<file path="src/rtl/traffic_pkg.sv">
// Shared state encodings, light patterns and light decode for the intersection controller.
package traffic_pkg;

  localparam logic [2:0] ALL_RED_A = 3'd0;
  localparam logic [2:0] NS_GREEN  = 3'd1;
  localparam logic [2:0] NS_YELLOW = 3'd2;
  localparam logic [2:0] ALL_RED_B = 3'd3;
  localparam logic [2:0] EW_GREEN  = 3'd4;
  localparam logic [2:0] EW_YELLOW = 3'd5;
  localparam logic [2:0] PED_WALK  = 3'd6;

  localparam logic [2:0] LT_RED = 3'b100;
  localparam logic [2:0] LT_YEL = 3'b010;
  localparam logic [2:0] LT_GRN = 3'b001;

  typedef struct packed {
    logic [2:0] ns;
    logic [2:0] ew;
    logic       walk;
  } lights_t;

  // Unused encodings decode to all-red so the safety invariant holds even before recovery.
  function automatic lights_t decode_lights(input logic [2:0] st);
    lights_t l;
    l = '{ns: LT_RED, ew: LT_RED, walk: 1'b0};
    case (st)
      NS_GREEN:  l.ns = LT_GRN;
      NS_YELLOW: l.ns = LT_YEL;
      EW_GREEN:  l.ew = LT_GRN;
      EW_YELLOW: l.ew = LT_YEL;
      PED_WALK:  l.walk = 1'b1;
      default:   l = '{ns: LT_RED, ew: LT_RED, walk: 1'b0};
    endcase
    return l;
  endfunction

endpackage

</file>
<file path="src/rtl/intersection_phase_ctrl_phase_timer.sv">
// Loadable down-counter that saturates at zero; expired flags the terminal count.
module phase_timer #(
  parameter int CNT_W   = 8,
  parameter int RST_VAL = 0
) (
  input  logic             clk_i,
  input  logic             rst_n_i,
  input  logic             load_i,
  input  logic [CNT_W-1:0] load_val_i,
  input  logic             hold_i,
  output logic             expired_o
);

  logic [CNT_W-1:0] cnt_q, cnt_d;

  always_comb begin
    cnt_d = cnt_q;
    if (load_i) begin
      cnt_d = load_val_i;
    end else if (!hold_i && (cnt_q != '0)) begin
      cnt_d = cnt_q - 1'b1;
    end
  end

  always_ff @(posedge clk_i or negedge rst_n_i) begin
    if (!rst_n_i) begin
      cnt_q <= CNT_W'(RST_VAL);
    end else begin
      cnt_q <= cnt_d;
    end
  end

  assign expired_o = (cnt_q == '0);

endmodule

</file>
<file path="src/rtl/intersection_phase_ctrl.sv">
// Two-road intersection sequencer with all-red clearance and pedestrian walk arbitration.
// state | meaning: 0 ALL_RED_A clear after EW, 1 NS_GREEN, 2 NS_YELLOW, 3 ALL_RED_B clear after NS, 4 EW_GREEN, 5 EW_YELLOW, 6 PED_WALK
module intersection_phase_ctrl
  import traffic_pkg::*;
#(
  parameter int GREEN_T  = 8,
  parameter int YELLOW_T = 3,
  parameter int ALLRED_T = 2,
  parameter int WALK_T   = 5,
  parameter int CNT_W    = 8
) (
  input  logic       clk,
  input  logic       rst,
  input  logic       ew_car,
  input  logic       ped_req,
  output logic [2:0] ns_lights,
  output logic [2:0] ew_lights,
  output logic       walk,
  output logic       ped_ack,
  output logic [2:0] phase
);

  localparam int MAX_T = (GREEN_T > YELLOW_T ? GREEN_T : YELLOW_T) > (ALLRED_T > WALK_T ? ALLRED_T : WALK_T)
                       ? (GREEN_T > YELLOW_T ? GREEN_T : YELLOW_T) : (ALLRED_T > WALK_T ? ALLRED_T : WALK_T);

  if (GREEN_T < 1) begin : g_bad_green
    $error("GREEN_T must be at least 1");
  end
  if (YELLOW_T < 1) begin : g_bad_yellow
    $error("YELLOW_T must be at least 1");
  end
  if (ALLRED_T < 1) begin : g_bad_allred
    $error("ALLRED_T must be at least 1");
  end
  if (WALK_T < 1) begin : g_bad_walk
    $error("WALK_T must be at least 1");
  end
  if ((CNT_W < 31) && ((MAX_T - 1) >= (1 << CNT_W))) begin : g_bad_cnt_w
    $error("CNT_W too narrow for the longest duration");
  end

  logic [2:0] state_q, state_d;
  logic       pend_q, pend_d;
  logic       next_ns_q, next_ns_d;
  logic       ack_q;
  logic       expired;
  logic       walk_entry;
  lights_t    lights;

  function automatic logic [CNT_W-1:0] dur_m1(input logic [2:0] st);
    logic [CNT_W-1:0] v;
    case (st)
      NS_GREEN, EW_GREEN:   v = CNT_W'(GREEN_T - 1);
      NS_YELLOW, EW_YELLOW: v = CNT_W'(YELLOW_T - 1);
      PED_WALK:             v = CNT_W'(WALK_T - 1);
      default:              v = CNT_W'(ALLRED_T - 1);
    endcase
    return v;
  endfunction

  phase_timer #(
    .CNT_W   (CNT_W),
    .RST_VAL (ALLRED_T - 1)
  ) u_timer (
    .clk_i      (clk),
    .rst_n_i    (rst),
    .load_i     (state_d != state_q),
    .load_val_i (dur_m1(state_d)),
    .hold_i     ((state_q == NS_GREEN) && expired),
    .expired_o  (expired)
  );

  always_comb begin
    state_d = state_q;
    case (state_q)
      ALL_RED_A: if (expired) state_d = pend_q ? PED_WALK : NS_GREEN;
      NS_GREEN:  if (expired && (ew_car || pend_q)) state_d = NS_YELLOW;
      NS_YELLOW: if (expired) state_d = ALL_RED_B;
      ALL_RED_B: if (expired) state_d = pend_q ? PED_WALK : EW_GREEN;
      EW_GREEN:  if (expired) state_d = EW_YELLOW;
      EW_YELLOW: if (expired) state_d = ALL_RED_A;
      PED_WALK:  if (expired) state_d = next_ns_q ? NS_GREEN : EW_GREEN;
      default:   state_d = ALL_RED_A;
    endcase
  end

  // A request arriving on the walk-entry edge is absorbed by the walk being granted.
  always_comb begin
    walk_entry = (state_d == PED_WALK) && (state_q != PED_WALK);
    pend_d     = walk_entry ? 1'b0 : (pend_q | ped_req);
    next_ns_d  = walk_entry ? (state_q == ALL_RED_A) : next_ns_q;
  end

  always_ff @(posedge clk or negedge rst) begin
    if (!rst) begin
      state_q   <= ALL_RED_A;
      pend_q    <= 1'b0;
      next_ns_q <= 1'b1;
      ack_q     <= 1'b0;
    end else begin
      state_q   <= state_d;
      pend_q    <= pend_d;
      next_ns_q <= next_ns_d;
      ack_q     <= walk_entry;
    end
  end

  assign lights    = decode_lights(state_q);
  assign ns_lights = lights.ns;
  assign ew_lights = lights.ew;
  assign walk      = lights.walk;
  assign ped_ack   = ack_q;
  assign phase     = state_q;

  a_no_conflict: assert property (@(posedge clk) disable iff (!rst)
    (ns_lights == LT_RED) || (ew_lights == LT_RED));
  a_walk_red: assert property (@(posedge clk) disable iff (!rst)
    walk |-> ((ns_lights == LT_RED) && (ew_lights == LT_RED)));
  a_onehot: assert property (@(posedge clk) disable iff (!rst)
    $onehot(ns_lights) && $onehot(ew_lights));
  a_ack_in_walk: assert property (@(posedge clk) disable iff (!rst)
    ped_ack |-> walk);

endmodule

</file>
<file path="config.mk">
export PLATFORM = sky130hd
export DESIGN_NAME = intersection_phase_ctrl
export DESIGN_NICKNAME = d
export VERILOG_FILES = /design/src/rtl/traffic_pkg.sv /design/src/rtl/intersection_phase_ctrl_phase_timer.sv /design/src/rtl/intersection_phase_ctrl.sv
export SDC_FILE = /design/constraint.sdc
export NUM_CORES = 1
export LEC_CHECK = 0
export BUFFER_PORTS_ARGS = -buffer_cell sky130_fd_sc_hd__buf_2
export CAP_MARGIN = 40
export CORE_UTILIZATION = 49
export DETAILED_ROUTE_END_ITERATION = 8
export GPL_TIMING_DRIVEN = 0
export PLACE_DENSITY = 0.73
export SETUP_SLACK_MARGIN = 0.1
export SLEW_MARGIN = 20
export SYNTH_ARGS = -nofsm -noshare
export SYNTH_HDL_FRONTEND = slang
export SYNTH_SLANG_ARGS = --single-unit
</file>
<file path="constraint.sdc">
create_clock -name clk -period 2.6 [get_ports clk]
set_input_delay 0.78 -clock clk [delete_from_list [all_inputs] [get_ports clk]]
set_output_delay 0.78 -clock clk [all_outputs]
set_load 0.01 [all_outputs]
</file>
# --- After elaboration in Yosys (flattened, before gate mapping) ---
# Cells that the tools add are included.
totals:
  regBits: 14
  latch_bits: 0
  ramBits: 0
  romBits: 0
  inputBits: 4
  out_inout_bits: 11
  wordCells: 50
  mem_count: 0
op_classes:
  n_addsub: 1
  mul: 0
  n_div: 0
  n_lt_le_gt_ge: 0
  n_eq_ne: 13
  shift: 0
  mux: 18
  bitwise_logic: 1
  reduce_logical: 12
op_table:
  columns: ["operator", "n"]
  rows:
  - ["two-way mux 3 bit", 9]
  - ["one-hot mux 3 bit (7 select lines)", 1]
  - ["equality test 3 bit, second input constant", 6]
  - ["two-way mux 8 bit", 2]
  - ["one-hot mux 3 bit (2 select lines)", 2]
  - ["equality test 3 x 2 -> 1 bit, second input constant", 3]
  - ["one-hot mux 3 bit (3 select lines)", 1]
  - ["logical NOT 8 bit", 1]
  - ["nonzero test 8 bit", 1]
  - ["subtractor 8 x 1 -> 8 bit, second input constant", 1]
  - ["equality test 3 x 1 -> 1 bit, second input constant", 2]
  - ["logical AND 1 bit", 4]
  - ["OR reduction 2 bit", 2]
  - ["logical NOT 3 bit", 1]
  - ["!= test 3 bit", 1]
  - ["!= test 3 bit, second input constant", 1]
  - ["two-way mux 1 bit", 2]
  - ["two-way mux 2 bit", 1]
  - ["nonzero test 2 bit", 1]
  - ["logical NOT 1 bit", 1]
  - ["logical OR 1 bit", 1]
  - ["bitwise OR 1 bit", 1]

# --- Longest topological paths before layout ---
depth:
  ltp_word: 8
  ltp_mapped: 9
  ltp_nobuf: 8

# --- Modules after synthesis ---
# A second synthesis with hierarchy kept.
hier_totals:
  cells_unflattened: 127
  hier_area_um2: 1063.5
modules_own_cells:
  columns: ["mod", "n_inst", "cells_per_inst", "area_per_inst_um2", "seq_area_each_um2"]
  rows:
  - ["phase_timer", 1, 58, 538.0, 201.4]
  - ["intersection_phase_ctrl", 1, 69, 525.5, 151.4]

# --- Worst setup path after synthesis ---
# No wires, ideal clock.
synth_timing:
  kind: "reg2reg"
  startpoint: "reg u_timer.cnt_q[0]"
  endpoint: "reg u_timer.cnt_q[0]"
  setup_ns: 0.075
  t_arrival_ns: 2.412
  required_ns: 2.525
  setup_slack_ns: 0.113
  stages_incl_launch_ff: 9
  path_buffers: 0
  synth_period_minus_slack_ns: 2.487
  cell_sequence: "dfstp_2 inv_1 ha_1 or3b_2 o221a_1 a211o_2 a31oi_1 mux2_1 mux2i_1"
synth_via:
  elab_chain_cells: 8
  word_cells_on_any_way: 27
  classes_between: "add/sub (1); eq/ne (6); mux (11); reduce/logical (9)"
synth_lines:
  columns: ["item", "line_no", "rtl"]
  rows:
  - ["from (decl)", "intersection_phase_ctrl_phase_timer.sv:14", "logic [CNT_W-1:0] cnt_q, cnt_d;"]
  - ["from (signal assigned)", "intersection_phase_ctrl_phase_timer.sv:27", "cnt_q <= CNT_W'(RST_VAL);"]
  - ["from (signal assigned)", "intersection_phase_ctrl_phase_timer.sv:29", "cnt_q <= cnt_d;"]
  - ["logical NOT 8 bit", "intersection_phase_ctrl_phase_timer.sv:33", "assign expired_o = (cnt_q == '0);"]
  - ["logical AND 1 bit", "intersection_phase_ctrl.sv:77", "NS_GREEN: if (expired && (ew_car || pend_q)) state_d = NS_YELLOW;"]
  - ["two-way mux 3 bit", "intersection_phase_ctrl.sv:77", null]
  - ["one-hot mux 3 bit (7 select lines)", "intersection_phase_ctrl.sv:75", "case (state_q)"]
  - ["equality test 3 x 2 -> 1 bit (tied with other cells)", "intersection_phase_ctrl.sv:52", "case (st)"]
  - ["OR reduction 2 bit", "intersection_phase_ctrl.sv:52", null]
  - ["one-hot mux 3 bit (3 select lines)", "intersection_phase_ctrl.sv:52", null]
  - ["two-way mux 8 bit", "intersection_phase_ctrl_phase_timer.sv:18", "if (load_i) begin"]
# Parallel ways exist; a longest one is shown, timed or not. The select of a mux whose other input is x is not followed.
# A chain may end at the register's enable or synchronous reset.

# --- Worst setup path in the final report ---
layout_timing:
  startpoint: "reg u_timer.cnt_q[4]"
  endpoint: "reg u_timer.cnt_q[1]"
# The elaborated chain is that of the path after synthesis.

==> metrics.txt <==
status=finished, final reports clean; Slew @ Worst Pin=0.482 ns; CTS Hold Bufs=0; share of the synthesized area in the top cell type=31.3%; initial detailed-routing violation count=27; max layer used=met4; largest family of logic cells by synthesized area=simple AND/OR/NAND/NOR gates; cell row count=15; final WL=2210 um; Worst-Skew Late Latency=around 0.29 ns; ANT cells=0; crit-path most repeated cell=mux2i_1; Int Pwr=approximately 0.00085 W; grt ovf=0; RSZ-0062 raised after global routing=false; Combinational Power Share=between 60% and 70%; post-synth top area cell=dfrtp_1; f_max=between 400 and 500 MHz; Syn Std Cell Area=approximately 960 sq um; initial antenna violation count=0; via count=a little under 900; sequential share of the synthesized area=between 30% and 40%; Syn Nets=111; Overall Power=0.00153 W; CP Cell Sequence=or4_4, o221a_1, a211o_4, mux2i_1, a221o_1, buf_6, mux2i_1; worst hold path class=in -> async; #FFs+latches synth=14; CP Class=reg -> reg; sequential power share=a little over a quarter; Main synth FF type=dfrtp_1; most frequent cells in the layout=nor2_1, buf_2, dfrtp_1; largest net degree at the start of global routing=15; Max-cap violations=0; Net Switching=0.000680 W; worst-path fanout max=8; slowest CP cell=or4_4; Via-to-Cell Ratio=about 5.8; CTS root buf=clkbuf_4; Core Region=~1800 sq um; switch share=between 40 and 50%; total iterations of the first detailed-routing run=4; Clock Tree Buf Depth=2; skew final=approximately 0.01 ns; post-synthesis mux area share=approximately 6.4%; Mean Syn Cell Area=~9.1 sq um; # IOs=15; CTS H-tree lvls=1; crit path launch type=register; Pins Over Slew Limit=0; setup TNS=0 ns; most common cell after layout, fill and taps aside=nor2_1; Synthesis Warnings=0; Leakage Power=approximately 0.56 nW; synthesized instance count=approximately 110; area delta synth->final=23.2%; Post-Synth XOR/XNOR Area=under 10%; worst vdd ir=roughly 720 uV; Post-Synth Adder-Cell Area=approximately 2.6%; dpl hpwl=approximately 1500 um; share of cells above drive strength 1=between 30% and 40%; FILL cells=~150; CTS tree=built; Num Clock Sinks=14; Hold Vio Cnt, Final=0; number of global-route vias before repair=787; Multi-input gate area=603 sq um; WL/cell=~15 um; Die X=approximately 46 um; first-pass GRT wire length=roughly 3500 um; compound-gate portion of the synthesized area=18.7%; RD Place Congestion=about 0.9; PortBufs=14; Die H=46.2 um; Reg area=about 360 sq um; CP top delay family=compound AO/OA/AOI/OAI gates; top cells by area, synth=dfrtp_1, nor2_1, dfstp_2, mux2i_1, xnor2_1; initial core utilization=53.8%; critical path's largest stage delay=between 0.5 and 0.6 ns; crit path buf inv count=1; EDFF count, synth=0; Reg clk slew, reported paths=approximately 0.09 ns; Met3 Routed Length=between 90 and 100 um; # DRC=0; Tot GR Track Use=a little under a quarter; Die Area=~2100 sq um; PwrDens=around 1300 nW/um^2; post-synthesis simple-gate area fraction=roughly 23%; Final min period=2.45 ns; wire length on met2=between 1000 and 1500 um; period utilization=94.1%; asr flop ratio synth=100%; Arr. time, crit path=around 2.6 ns; met1 WL=1000 um; Final nets=133; CP Capture Type=register; Num CTS Buffers=3; Cell variety after synth=43; Final setup viols=0; Max-slew headroom=about two thirds; clock share of power=10.3%; antenna viol nets, final=0; Critical Path RT=2.77 ns
## per-layer routing
| layer | up-vias | global-route usage [%] |
|---|---|---|
| li1 | 422 | - |
| met1 | 415 | 32.8 |
| met2 | 35 | 37.2 |
| met3 | 4 | 3.53 |
| met4 | 0 | 10.6 |
| met5 | - | 0 |
## area by class of cell
type                       instances  area share [%]
sequential                        14            30.1
multi-input combinational         79            51.1
clock buffer                       4            3.07
inverter                           7            2.44
tap                               25            2.65
buffer                             5            2.86
timing repair buffer              17            7.84
## cell usage after synthesis (3+ instances only)
master    number
dfrtp_1       12
mux2i_1        5
xor2_1         4
nand2_1        7
nor2_1        16
xnor2_1        4
inv_1          7
clkbuf_1       3
a21oi_1        3
## state kept, by name (all words and copies together), names as in the netlist
register / flops
pend_q: 1
next_ns_q: 1
phase: 3
ped_ack: 1
u_timer.cnt_q: 8
## cells by family (layout without fill, tap and decap cells)
logic type,after synthesis,after routing
AO/OA/AOI/OAI,22,22
XOR/XNOR,8,8
adder cells (fa/ha/maj),2,2
buffers and inverters,12,33
flip-flops,14,14
multiplexers,6,6
AND/OR/NAND/NOR,41,41
## final timing paths
kind	from	end	cells past startpoint	slack [ns]
setup / recovery	u_timer.cnt_q[4]	u_timer.cnt_q[1]	7	0.15
hold / removal	rst	u_timer.cnt_q[2]	1	0.38
setup reg to reg	u_timer.cnt_q[4]	u_timer.cnt_q[1]	7	0.15
hold reg to reg	u_timer.cnt_q[1]	u_timer.cnt_q[1]	2	0.61
max in group asynchronous	rst	next_ns_q	1	1.92
min in group clk	u_timer.cnt_q[1]	u_timer.cnt_q[1]	2	0.61
## timing repair
item / in CTS / in global routing
setup endpoints to repair: 11 / 14
resized for setup: 5 / 15
buffers inserted: 0 / 3
## worst reg2reg max path: cells and delay by family (launching register included)
family | cells | cell delay [ns]
buf+inv | 1 | 0.15
compound gates | 3 | 0.92
simple gates | 1 | 0.56
mux | 2 | 0.24
flops | 1 | 0.46
## metrics by stage
stage	cell area [sq um]	utilization, %	hold slack [ns]	worst slack [ns]	instances
CTS	1110	62.5	0.385	0.0839	148
global route	1180	66.2	0.405	0.0974	151
detailed placement	1060	59.4	0.573	-0.102	144
floorplan	958	-	0.484	0.113	105
global placement	1060	59.4	0.564	-0.0682	144
finish	1180	66.2	0.380	0.154	151
## power groups by stage
stage	Combinational [W]	Clock, W	Sequential [W]
2_1_floorplan	0.000643	0	0.000397
3_3_place_gp	0.000815	0	0.000399
3_5_place_dp	0.000833	0	0.000402
4_1_cts	0.000863	0.000163	0.000403
5_1_grt	0.00106	0.000167	0.000429
6_report	0.000952	0.000158	0.000419
(Power assumes the default switching activity.)
